`src/rtl/bcd_display_mux.sv`:
```
// ---------------------------------------------------------------------------
// bcd_display_mux
//
// Multiplexed seven-segment driver for the frequency counter. On a latch
// strobe it captures the cascaded BCD digits and the top-digit carry from the
// bcdCount chain into a shadow register. It then scans the captured digits
// onto a common-anode display, one digit at a time.
//
// Parameters
//   DIGITS      : number of BCD digits scanned (>= 2)
//   REFRESH_DIV : clock cycles each digit stays lit (>= 1)
//
// Ports
//   clk      : system clock, all state rising-edge triggered
//   reset    : asynchronous active-low reset
//   latch    : single-cycle capture strobe (end of gate window)
//   bcd_in   : DIGITS BCD nibbles, nibble 0 is least significant
//   overflow : carry out of the top bcdCount digit
//   seg      : active-low segments, seg[0]=a ... seg[6]=g (registered)
//   dp       : active-low decimal point, overflow marker on the top digit
//   an       : active-low one-hot digit enables (registered)
//
// Optional feature
//   BCD_DISPLAY_LZB_EN : when defined, leading zeros above digit 0 are blanked.
// ---------------------------------------------------------------------------
module bcd_display_mux #(
  parameter int DIGITS      = 4,
  parameter int REFRESH_DIV = 50000
) (
  input  logic                  clk,
  input  logic                  reset,
  input  logic                  latch,
  input  logic [4*DIGITS-1:0]   bcd_in,
  input  logic                  overflow,
  output logic [6:0]            seg,
  output logic                  dp,
  output logic [DIGITS-1:0]     an
);

  localparam int CW = (REFRESH_DIV > 1) ? $clog2(REFRESH_DIV) : 1;
  localparam int IW = $clog2(DIGITS);
  localparam logic [CW-1:0] LP_TERMINAL = CW'(REFRESH_DIV - 1);
  localparam logic [IW-1:0] LP_LAST_IDX = IW'(DIGITS - 1);
  localparam logic [DIGITS-1:0] LP_ONE  = {{(DIGITS-1){1'b0}}, 1'b1};

  logic [4*DIGITS-1:0] r_shadow;
  logic                r_shadowOvf;
  logic [CW-1:0]       r_refreshCnt;
  logic [IW-1:0]       r_digitIdx;
  logic [6:0]          r_seg;
  logic                r_dp;
  logic [DIGITS-1:0]   r_an;

  logic                w_terminal;
  logic [3:0]          w_nibble;
  logic [6:0]          w_segDecoded;
  logic [6:0]          w_segNext;
  logic                w_dpNext;
  logic [DIGITS-1:0]   w_anNext;

  // Shadow register: only a latch strobe lets new counter data through, so
  // the display stays stable while the counter chain keeps counting.
  always_ff @(posedge clk or negedge reset) begin
    if (!reset) begin
      r_shadow    <= '0;
      r_shadowOvf <= 1'b0;
    end else if (latch) begin
      r_shadow    <= bcd_in;
      r_shadowOvf <= overflow;
    end
  end

  assign w_terminal = (r_refreshCnt == LP_TERMINAL);

  // Refresh counter and digit index. The index only moves on the last cycle
  // of a dwell period, so every digit is lit for exactly REFRESH_DIV cycles.
  always_ff @(posedge clk or negedge reset) begin
    if (!reset) begin
      r_refreshCnt <= '0;
      r_digitIdx   <= '0;
    end else if (w_terminal) begin
      r_refreshCnt <= '0;
      r_digitIdx   <= (r_digitIdx == LP_LAST_IDX) ? '0 : r_digitIdx + 1'b1;
    end else begin
      r_refreshCnt <= r_refreshCnt + 1'b1;
    end
  end

  assign w_nibble = r_shadow[4*r_digitIdx +: 4];

  // Seven-segment decode of the indexed nibble; non-BCD values show a dash
  // so a corrupted count is visibly wrong rather than misread as a number.
  always_comb begin
    w_segDecoded = 7'b0111111;
    case (w_nibble)
      4'd0:    w_segDecoded = 7'b1000000;
      4'd1:    w_segDecoded = 7'b1111001;
      4'd2:    w_segDecoded = 7'b0100100;
      4'd3:    w_segDecoded = 7'b0110000;
      4'd4:    w_segDecoded = 7'b0011001;
      4'd5:    w_segDecoded = 7'b0010010;
      4'd6:    w_segDecoded = 7'b0000010;
      4'd7:    w_segDecoded = 7'b1111000;
      4'd8:    w_segDecoded = 7'b0000000;
      4'd9:    w_segDecoded = 7'b0010000;
      default: w_segDecoded = 7'b0111111;
    endcase
  end

`ifdef BCD_DISPLAY_LZB_EN
  logic [4*DIGITS-1:0] w_upperNibbles;
  logic                w_blank;

  // A digit is a leading zero when it and every more significant nibble are
  // zero. Shifting the indexed nibble down to bit 0 leaves exactly that set.
  always_comb begin
    w_upperNibbles = r_shadow >> (4 * r_digitIdx);
    w_blank        = (r_digitIdx != '0) && (w_upperNibbles == '0);
  end

  assign w_segNext = w_blank ? 7'h7F : w_segDecoded;
`else
  assign w_segNext = w_segDecoded;
`endif

  assign w_anNext = ~(LP_ONE << r_digitIdx);
  assign w_dpNext = ~((r_digitIdx == LP_LAST_IDX) && r_shadowOvf);

  // Output registers: pins reflect index and shadow one cycle later, which
  // keeps the pad drivers glitch-free and the single-low enable guaranteed.
  always_ff @(posedge clk or negedge reset) begin
    if (!reset) begin
      r_seg <= 7'h7F;
      r_dp  <= 1'b1;
      r_an  <= '1;
    end else begin
      r_seg <= w_segNext;
      r_dp  <= w_dpNext;
      r_an  <= w_anNext;
    end
  end

  assign seg = r_seg;
  assign dp  = r_dp;
  assign an  = r_an;

endmodule

```
`config.mk`:
```
export PLATFORM = sky130hd
export DESIGN_NAME = bcd_display_mux
export DESIGN_NICKNAME = d
export VERILOG_FILES = /design/src/rtl/bcd_display_mux.sv
export SDC_FILE = /design/constraint.sdc
export NUM_CORES = 1
export LEC_CHECK = 0
export BUFFER_PORTS_ARGS = -buffer_cell sky130_fd_sc_hd__buf_2
export CAP_MARGIN = 25
export CORE_MARGIN = 3
export CORE_UTILIZATION = 55
export DETAILED_ROUTE_END_ITERATION = 6
export HOLD_SLACK_MARGIN = 0.12
export PLACE_DENSITY = 0.81
export SYNTH_ARGS = -nofsm -noshare
export SYNTH_HDL_FRONTEND = slang
export SYNTH_SLANG_ARGS = --single-unit
```
`constraint.sdc`:
```
create_clock -name clk -period 2.2 [get_ports clk]
set_clock_uncertainty 0.2 [all_clocks]
set_input_delay 0.22 -clock clk [delete_from_list [all_inputs] [get_ports clk]]
set_output_delay 0.22 -clock clk [all_outputs]
set_load 0.02 [all_outputs]
```
=== After elaboration in Yosys (flattened, before gate mapping) ===
Memory sizes are Yosys's and may differ from the RTL's. A register that Yosys moved wholly into a read port is not among the register bits.
Index checks and enable logic that the tools add are counted.
Widths: inputs -> output; s select.

* Register bits: 40
* Memory bits (read-only): 112
* Input port bits: 20
* Output and inout bits: 12
* Word-level logic and storage cells: 19
* Memories kept: 1

* Add/subtract/negate cells: 2
* Equal/unequal tests: 2
* Shifts and indexed selects: 2
* Muxes and demuxes: 2
* Bitwise gates (word level): 2
* Reduce and logical (&&, ||, !) cells: 2

{| class="wikitable"
|+ Memories
! memory !! depth !! bits a word !! read ports !! clocked after Yosys merged registers in !! write ports !! RTL line !! RTL
|-
| (no name shown) || 16 || 7 || 1 || 1 || 0 || 95 || <nowiki>case (w_nibble)</nowiki>
|}

{| class="wikitable"
|+ Operators with widths
! kind !! count
|-
| $add 16x1->16 const B || 1
|-
| $eq 16x16->1 const B || 1
|-
| $mux 16 || 1
|-
| $shiftx 16x5->4 || 1
|-
| $not 4->4 || 1
|-
| $shl 1x2->4 const A || 1
|-
| $add 2x1->2 const B || 1
|-
| $eq 2x2->1 const B || 1
|-
| $mux 2 || 1
|-
| $logic_and 1x1->1 || 1
|-
| $logic_not 1->1 || 1
|-
| $not 1->1 || 1
|}

=== Longest topological paths before layout ===
* Depth after elaboration: 3
* Gate-level depth with buffers: 6
* Depth with buffers taken out: 5

=== Least setup slack after synthesis ===
OpenSTA, ideal clock, no wires.

* Kind: flip-flop to flip-flop
* Start: reg r_digitIdx[0]
* End: reg r_seg[1], in the netlist seg[1]
* Library setup time: 0.080 ns
* Data arrival time: 1.611 ns
* Required time: 1.920 ns
* Setup slack: 0.309 ns
* Stages on the path, launching flop included: 7
* Path buffers: 1
* Clock period less this slack: 1.891 ns
* Cells stage by stage: dfrtp_1 -> buf_6 -> mux4_1 -> inv_1 -> ha_1 -> nor2_1 -> nor2_1

* Longest elaborated chain between the ends: 1

{| class="wikitable"
|+ Ends and longest elaborated chain
! what !! RTL line !! RTL
|-
| start: declaration || 49 || <nowiki>logic [IW-1:0] r_digitIdx;</nowiki>
|-
| start signal: assignment || 83 || <nowiki>r_digitIdx <= (r_digitIdx == LP_LAST_IDX) ? '0 : r_digitIdx + 1'b1;</nowiki>
|-
| $shiftx 16x5->4 || 89 || <nowiki>assign w_nibble = r_shadow[4*r_digitIdx +: 4];</nowiki>
|-
| end: declaration || 50 || <nowiki>logic [6:0] r_seg;</nowiki>
|}

No other way between the ends.
A chain may end at the register's enable or synchronous reset.

=== Final worst setup path ===
Same ends and word-level chain as after synthesis.

==> results.toml <==
[clock_network]
cts_root_buf = "clkbuf_8"
htreeDepth = 2
cts_sinks = 47
holdBufCountCts = 18
cts_tree = "built"
cts_resized = 0
clock_path_buffers = 2
cts_made_buffers = 5
clk_latency_ns = 0.30
cts_setup_buffers = 0
clk_pin_slew_ns = 0.08

[synthesis]
synth_area_leader_cell = "dfrtp_1"
ys_seq_elements = 47
synth_edf_count = 0
syn-cell-area_um2 = 2190
synth_area_per_cell_um2 = 12.8
synth_seq_area_share_pct = 54.4
synth_top_area_share_pct = 40.0
syn_nets = 202
synthXorXnorAreaFrac_pct = 4.40
yosys_warnings = 0
synth_ff_type = "dfrtp_1"
synth_top_family_by_area = "multiplexers"
muxShareOfSynthArea_pct = 13.5
syn_inst = 171
synth_compound_area_share_pct = 4.86
synth-simple-area-share_pct = 13.2
synth_fa_ha_area_share_pct = 6.29
synth_cell_types = 40
postSynth.asyncResetShare_pct = 100
yosys-top-cells-area = "dfrtp_1 40%, dfstp_2 14%, ha_1 6.3%"

[timing]
fmax_ghz = 0.491
setup_tns_ns = 0
final.min_clock_period_ns = 2.04
hold_viol_final = 0
post-route-period-util_pct = 92.6
slew_viol_final = 0
max_slew_margin_pct = 62.0
worstMarginPinSlew_ns = 0.570
setup_viol = 0
grt_setup_unrepaired = "false"

[worst_setup_path]
worstSetupEndpointType = "flip-flop"
crit_type = "reg2reg"
crit_start = "r_digitIdx[0]"
reg2reg_from = "r_digitIdx[0]"
crit_arrival_ns = 2.06
rrSetupSlack_ns = 0.16
worstPathMaxFanout = 6
reg2reg_depth = 5
cp.required_ns = 2.23
start_kind = "flip-flop"
rr_endpoint = "seg[1]"
crit_end = "seg[1]"

[floorplanning]
rows = 22
die_y_um = 69.1
core_um2 = 3740
io-pin-count = 32
die-area_um2 = 4770
die_w_um = 69.1
initial_core_util_pct = 58.5

[placed_design]
dpl.hpwl_um = 2990
dp_cells = 248
gp_congestion = 0.897
portBuffers = 31

[cells_and_area]
final_common_cell = "dfrtp_1"
area_delta_synth_final_pct = 21.3
diodes = 0
layout-drive-gt1-share_pct = 31.0
fin_cells = 274
final_cell_mix = "35 x dfrtp_1, 31 x buf_2, 18 x dlygate4sd3_1"
nets = 256

[route]
wl_per_cell_um = 16.4
drtPass1Iterations = 4
drt-initial-drc-count = 115
viasPerCell = 5.59
vias = 1531
drc = 0
ant_nets = 0
routed_wirelength_um = 4490

[run_status]
status = "finished, final reports clean"

[flow_run]
maxCapViolations = 0

[global_route]
grt_pass1_wl_um = 8020
grt_util_all_layers_pct = 21.2
grt_pass1_vias = 1710
grt_overflow_total = 0
antenna_found_initial = 0
grt_max_degree = 48

[hold_path]
hp-class = "reg2reg"

[power_and_ir_drop]
power.leakage_nw = 1.21
worst_ir_drop_vdd_v = 0.000568
powerDensity_nw_per_um2 = 631
==> worst max-delay path, stage by stage, from the launching register on <==
cell and delay [ns]:
dfrtp_1 0.50, mux4_1 0.69, inv_1 0.15, ha_1 0.26, nor2_1 0.11, nor2_1 0.05
==> cells by family (layout without fill, tap and decap cells) <==
| kind of cell | after synthesis | in the layout |
|---|---|---|
| fa+ha+maj | 11 | 11 |
| compound gates | 17 | 17 |
| flops | 47 | 47 |
| xor+xnor | 11 | 11 |
| simple gates | 48 | 48 |
| mux | 22 | 22 |
| buf+inv | 15 | 70 |
==> cell type report <==
cell class                 count  area [µm²]
fill                         268        1090
clock buffer                   7        76.3
inverter                       9        33.8
clock inverter                 1        5.00
sequential                    47        1190
tap                           48        60.1
timing repair buffer          53         365
multi-input combinational    109         925
==> cells in the mapped netlist, types with 2 or more instances <==
cell type and count:
nand4_1 2, xor2_1 6, and3_1 4, xnor2_1 5
or3_1 3, dfrtp_1 35, mux4_2 3, buf_6 2
buf_2 2, inv_1 8, mux2_2 10, nand3_1 9
a21oi_1 5, o21ai_0 2, clkbuf_1 2, ha_1 11
nor2_1 9, dfstp_2 12, o21ai_1 4, o311ai_0 2
nand2_1 10, mux2_1 7
==> metal layers <==
| layer | share of wire, % | wire length [µm] | global-route usage, % |
|---|---|---|---|
| met4 | 2.3 | 104 | 9.33 |
| met1 | 42 | 1900 | 25.9 |
| met3 | 5.5 | 248 | 5.54 |
| met2 | 50 | 2240 | 35.2 |
| met5 | 0 | 0 | 0 |
==> worst min path at each step <==
| stage | cells after the start | endpoint | slack (ns) | from |
|---|---|---|---|---|
| final | 1 | dp | 0.20 | r_shadowOvf |
| after global routing | 1 | dp | 0.22 | r_shadowOvf |
| after floorplan | 0 | r_digitIdx[0] | -0.28 | reset |
| after CTS | 1 | dp | 0.21 | r_shadowOvf |
| after global placement | 2 | r_refreshCnt[12] | 0.13 | reset |
| after detailed placement | 2 | r_refreshCnt[12] | 0.14 | reset |
==> report_power, final <==
group | internal (mW) | leakage, nW | switching (mW)
clock network | 0.223 | 0.0422 | 0.271
logic | 0.106 | 0.604 | 0.118
registers | 0.931 | 0.562 | 0.0280
total | 1.26 | 1.21 | 0.417
==> per-stage QoR <==
stage,util [%],worst slack [ns],instance area [µm²],hold slack (ns),power [mW]
global route,71.0,0.0223,2660,0.224,1.76
CTS,71.0,0.154,2660,0.206,1.68
finish,71.0,0.164,2660,0.205,1.68
global placement,64.0,0.258,2390,0.125,1.16
floorplan,-,0.309,2190,-0.276,1.09
detailed placement,64.0,0.169,2390,0.141,1.17
==> registers in the layout, indices dropped and copies added (netlist names) <==
register	flops
dp	1
r_shadowOvf	1
seg	7
r_refreshCnt	16
r_shadow	16
an	4
r_digitIdx	2
Note: power is estimated with default switching activity, not from simulation.
